$ cat src/rtl/bus_rr_arbiter.sv
// Multi-bus packet arbiter: one two-state engine per bus pops a granted FIFO head,
// then pushes it to its unicast/broadcast receivers, or drops and counts it.
module bus_rr_engine #(
  parameter int          DRVRS = 6,
  parameter int          PKT_W = 16,
  parameter logic [7:0]  BCAST = 8'hFF,
  parameter bit          RR    = 1'b1,
  parameter int          CNT_W = 16
) (
  input  logic                         clk,
  input  logic                         rst_n,
  input  logic [DRVRS-1:0]             pndng,
  input  logic [DRVRS-1:0][PKT_W-1:0]  d_pop,
  output logic [DRVRS-1:0]             pop,
  output logic [DRVRS-1:0]             push,
  output logic [PKT_W-1:0]             d_push,
  output logic [CNT_W-1:0]             drop_cnt
);
  localparam int PW = (DRVRS > 1) ? $clog2(DRVRS) : 1;

  typedef enum logic {IDLE, XFER} state_e;
  state_e state_q, state_d;

  logic [PW-1:0]    ptr_q, ptr_d, src_q, src_d, gnt;
  logic             gnt_vld;
  logic [PKT_W-1:0] pkt_q, pkt_d, dpush_q, dpush_d;
  logic [DRVRS-1:0] pop_q, pop_d, push_q, push_d, mask;
  logic [CNT_W-1:0] drop_q, drop_d;
  logic [7:0]       dest;

  // Round-robin scans from ptr+1 with wrap; fixed priority scans from 0.
  always_comb begin
    int idx;
    gnt     = '0;
    gnt_vld = 1'b0;
    idx     = 0;
    for (int i = 0; i < DRVRS; i++) begin
      idx = RR ? int'(ptr_q) + 1 + i : i;
      if (idx >= DRVRS) idx = idx - DRVRS;
      if (!gnt_vld && pndng[PW'(idx)]) begin
        gnt     = PW'(idx);
        gnt_vld = 1'b1;
      end
    end
  end

  assign dest = pkt_q[PKT_W-1 -: 8];

  always_comb begin
    if (dest == BCAST)                                mask = ~(DRVRS'(1) << src_q);
    else if (int'(dest) < DRVRS && dest != 8'(src_q)) mask = DRVRS'(1) << dest;
    else                                              mask = '0;
  end

  always_ff @(posedge clk or negedge rst_n) begin
    if (!rst_n) state_q <= IDLE;
    else        state_q <= state_d;
  end

  always_comb begin
    state_d = state_q;
    case (state_q)
      IDLE: if (gnt_vld) state_d = XFER;
      XFER: state_d = IDLE;
    endcase
  end

  always_comb begin
    pop_d   = '0;
    push_d  = '0;
    pkt_d   = pkt_q;
    src_d   = src_q;
    ptr_d   = ptr_q;
    dpush_d = dpush_q;
    drop_d  = drop_q;
    case (state_q)
      IDLE: if (gnt_vld) begin
        pop_d = DRVRS'(1) << gnt;
        pkt_d = d_pop[gnt];
        src_d = gnt;
        if (RR) ptr_d = gnt;
      end
      XFER: begin
        push_d  = mask;
        dpush_d = pkt_q;
        if (mask == '0 && drop_q != '1) drop_d = drop_q + CNT_W'(1);
      end
    endcase
  end

  // Pointer resets to the last device so the first round-robin grant is device 0.
  always_ff @(posedge clk or negedge rst_n) begin
    if (!rst_n) begin
      pop_q   <= '0;
      push_q  <= '0;
      pkt_q   <= '0;
      src_q   <= '0;
      ptr_q   <= PW'(DRVRS - 1);
      dpush_q <= '0;
      drop_q  <= '0;
    end else begin
      pop_q   <= pop_d;
      push_q  <= push_d;
      pkt_q   <= pkt_d;
      src_q   <= src_d;
      ptr_q   <= ptr_d;
      dpush_q <= dpush_d;
      drop_q  <= drop_d;
    end
  end

  assign pop      = pop_q;
  assign push     = push_q;
  assign d_push   = dpush_q;
  assign drop_cnt = drop_q;
endmodule

module bus_rr_arbiter #(
  parameter int         bits      = 1,
  parameter int         drvrs     = 6,
  parameter int         pckg_sz   = 16,
  parameter logic [7:0] broadcast = 8'hFF,
  parameter int         arb_mode  = 1,
  parameter int         cnt_w     = 16
) (
  input  logic                               clk,
  input  logic                               reset,
  input  logic [bits*drvrs-1:0]              pndng,
  input  logic [bits*drvrs*pckg_sz-1:0]      D_pop,
  output logic [bits*drvrs-1:0]              pop,
  output logic [bits*drvrs-1:0]              push,
  output logic [bits*drvrs*pckg_sz-1:0]      D_push,
  output logic [bits*cnt_w-1:0]              drop_cnt
);
  for (genvar b = 0; b < bits; b++) begin : g_bus
    logic [drvrs-1:0][pckg_sz-1:0] dpop_b;
    logic [pckg_sz-1:0]            dpush_b;

    assign dpop_b = D_pop[b*drvrs*pckg_sz +: drvrs*pckg_sz];

    bus_rr_engine #(
      .DRVRS(drvrs), .PKT_W(pckg_sz), .BCAST(broadcast),
      .RR(arb_mode != 0), .CNT_W(cnt_w)
    ) u_eng (
      .clk      (clk),
      .rst_n    (reset),
      .pndng    (pndng[b*drvrs +: drvrs]),
      .d_pop    (dpop_b),
      .pop      (pop[b*drvrs +: drvrs]),
      .push     (push[b*drvrs +: drvrs]),
      .d_push   (dpush_b),
      .drop_cnt (drop_cnt[b*cnt_w +: cnt_w])
    );

    for (genvar d = 0; d < drvrs; d++) begin : g_dev
      assign D_push[(b*drvrs+d)*pckg_sz +: pckg_sz] = dpush_b;
    end
  end
endmodule

$ cat config.mk
export PLATFORM = sky130hd
export DESIGN_NAME = bus_rr_arbiter
export DESIGN_NICKNAME = d
export VERILOG_FILES = /design/src/rtl/bus_rr_arbiter.sv
export SDC_FILE = /design/constraint.sdc
export NUM_CORES = 1
export LEC_CHECK = 0
export CORE_MARGIN = 2
export CORE_UTILIZATION = 40
export CTS_CLUSTER_SIZE = 24
export DETAILED_ROUTE_END_ITERATION = 10
export PLACE_DENSITY_LB_ADDON = 0.12
export SYNTH_ARGS = -nofsm -noshare
export SYNTH_HDL_FRONTEND = slang
export SYNTH_SLANG_ARGS = --single-unit
export TNS_END_PERCENT = 20
$ cat constraint.sdc
create_clock -name clk -period 5 [get_ports clk]
set_input_delay 0.5 -clock clk [delete_from_list [all_inputs] [get_ports clk]]
set_output_delay 0.5 -clock clk [all_outputs]
set_load 0.05 [all_outputs]
==> out/metrics.cfg <==
[status]
status=finished, final reports clean

[setup_path]
r2r_start=g_bus[0].u_eng.ptr_q[0]
criticalPathCategory=reg2reg
endpoint_kind=register
rr_endpoint=g_bus[0].u_eng.pkt_q[10]
cp_max_fo=34
cp.required_ns=5.21
ff2ff_setup_slack_ns=0.42
r2r_cells=14
worstPathArrival_ns=4.79
cp-start-kind=register

[yosys]
netlist.area_leader.share_pct=29.12
synth_area_um2=5499
async_flop_share_pct=100.0
ys_ff_latch=66
yosys_warnings=0
yosys_most_used_dff=dfrtp_1
yosys-top-cells-count=83 x buf_4, 64 x dfrtp_1, 54 x nand2_1, 42 x mux2i_1, 40 x mux2_2
synthCells=581
synth.largest_area_cell=dfrtp_1
synth_area_per_cell_um2=9.465
synth_edf_count=0
synth_most_common_cell=buf_4
yosys.cell_types.count=71
synth_area_leaders=dfrtp_1 29%, buf_4 11%, mux2_2 8.2%
syn_nets=701
yosysSeqAreaShare_pct=30.08

[floorplanning]
die_x_um=121.3
initial_core_util_pct=41.20
dieArea_um2=14700
placementRows=42
io_pins=228
coreArea_um2=13350
die_y_um=121.3

[global_route]
antenna_found_initial=0
grt_use_total_pct=21.37
grt_max_degree=67
overflow=0
grt_pass1_wl_um=24900
grt_pass1_vias=4725

[timing]
worstMarginPinSlew_ns=0.8212
max_freq_mhz=218.2
drv_slew=0
fin_skew_ns=0.005438
fin_tns_setup_ns=0
timing.final.crit_share_pct=91.67
rsz0062_at_grt=false
period_minus_slack_ns=4.584
setup_violations=0
max_slew_margin_pct=45.25
finalHoldViolCount=0

[detailed_routing]
vias=4821
via_per_inst=5.363
routed_wl_um=15890
wl_per_cell_um=17.67
drcViolationCount=0
drt_iter0_markers=265
ant_nets=0
drt_first_pass_iters=5

[final_layout]
fillers=1178
final_layout_size_suffix_gt1_share_pct=13.42
area_growth_pct=38.93
nets=838
antenna_cells=0

[cts]
root_buffer=clkbuf_16
holdBufCountCts=0
clock_latency_ns=0.32
cts_tree=built
cts_buffers=9
path_clk_slew_ns=0.06
clock_sinks=66
cts_buffer_depth=2
post_cts_buffers=0
h-tree-depth=3

[place]
post-dp-hpwl_um=12250
place_congestion=0.8413
io_buffers=227

[hold_path]
hp-class=in2async

[run]
drv_cap=0

==> cells in the final DEF (no fill, tap or decap), types with 7 or more instances in the layout <==
master           instances
nor2b_1                  7
a32oi_1                 17
o21ai_0                 10
xor2_1                   7
buf_4                   11
xnor2_1                 14
nor2_1                  29
clkbuf_16                9
clkdlybuf4s50_1        226
dfrtp_1                 64
mux2i_1                 42
nor3_1                   8
o211ai_1                 7
nand3_1                  8
o221a_1                 13
ha_1                    16
nand4_1                 10
inv_1                   11
a21oi_1                 10
nand2_1                 54
mux2_2                  40
==> through the flow <==
step | area, µm² | util, % | hold slack, ns | setup slack (ns) | cells
after global routing | 7640 | 57.24 | 0.4590 | 0.04089 | 899
after floorplan | 5499 | - | 0.2044 | 0.03073 | 581
after global placement | 7330 | 54.91 | 0.4718 | 0.3778 | 883
after CTS | 7632 | 57.18 | 0.3922 | 0.2248 | 899
after detailed placement | 7330 | 54.91 | 0.4812 | 0.2500 | 883
final | 7640 | 57.24 | 0.3507 | 0.4164 | 899
==> registers in the layout, summed over array words and instances (netlist names) <==
| name | flops |
|---|---|
| g_bus.u_eng.pkt_q | 16 |
| g_bus.u_eng.drop_cnt | 16 |
| g_bus.u_eng.src_q | 3 |
| g_bus.u_eng.d_push | 16 |
| g_bus.u_eng.state_q | 1 |
| g_bus.u_eng.push | 6 |
| g_bus.u_eng.ptr_q | 2 |
| g_bus.u_eng.pop | 6 |
==> final cells by class <==
type	instances	area, µm²	area share (%)
Inverter	16	61.31	0.8025
Sequential cell	66	1654	21.65
Clock inverter	6	63.81	0.8352
Clock buffer	10	239.0	3.128
Multi-Input combinational cell	386	3032	39.68
Timing Repair Buffer	239	2370	31.02
Tap cell	176	220.2	2.882
==> how the worst max path moves through the flow <==
stage	from	endpoint	cells past startpoint
floorplan	g_bus[0].u_eng.ptr_q[0]	g_bus[0].u_eng.pkt_q[10]	18
global placement	g_bus[0].u_eng.ptr_q[0]	g_bus[0].u_eng.pkt_q[15]	14
detailed placement	g_bus[0].u_eng.ptr_q[0]	g_bus[0].u_eng.pkt_q[15]	14
CTS	g_bus[0].u_eng.ptr_q[0]	g_bus[0].u_eng.pkt_q[14]	14
global route	g_bus[0].u_eng.ptr_q[0]	g_bus[0].u_eng.pkt_q[14]	15
finish	g_bus[0].u_eng.ptr_q[0]	g_bus[0].u_eng.pkt_q[10]	14
==> routing by layer <==
| metal | vias to the layer above | track usage (%) | part of all wire, % |
|---|---|---|---|
| met3 | 12 | 2.914 | 5.7 |
| met4 | 0 | 5.460 | 1.5 |
| met2 | 177 | 35.96 | 50 |
| met5 | - | 0 | 0 |
| li1 | 2316 | - | - |
| met1 | 2316 | 28.96 | 43 |
==> cells by family (layout without fill, tap and decap cells) <==
group / after synthesis / in the layout / synth area share, %
buffers and inverters: 129 / 271 / 15.13
XOR/XNOR: 24 / 24 / 4.255
flip-flops: 66 / 66 / 30.08
AO/OA/AOI/OAI: 111 / 111 / 16.68
adder cells (fa/ha/maj): 16 / 16 / 3.640
AND/OR/NAND/NOR: 152 / 152 / 14.11
multiplexers: 83 / 83 / 16.11
==> worst max-delay path: stages, from the launching register on <==
cell      delay (ns)
dfstp_2         0.63
ha_1            0.30
xor2_2          0.35
inv_2           0.15
ha_1            0.23
a21o_1          0.17
a221oi_1        0.33
nand3_1         0.25
mux2_2          0.34
nor4_1          0.46
o211ai_1        0.24
o221ai_4        0.12
buf_12          0.25
mux2_2          0.40
o221a_1         0.21
==> timing repair <==
action / in CTS / in global routing
resized for setup: 0 / 1
setup endpoints to repair: 0 / 16
endpoints found under the hold margin: 0 / 0
Power is left out: the tool's default activity adds up to more than one toggle a clock period on the data nets, which glitch-free logic cannot reach.
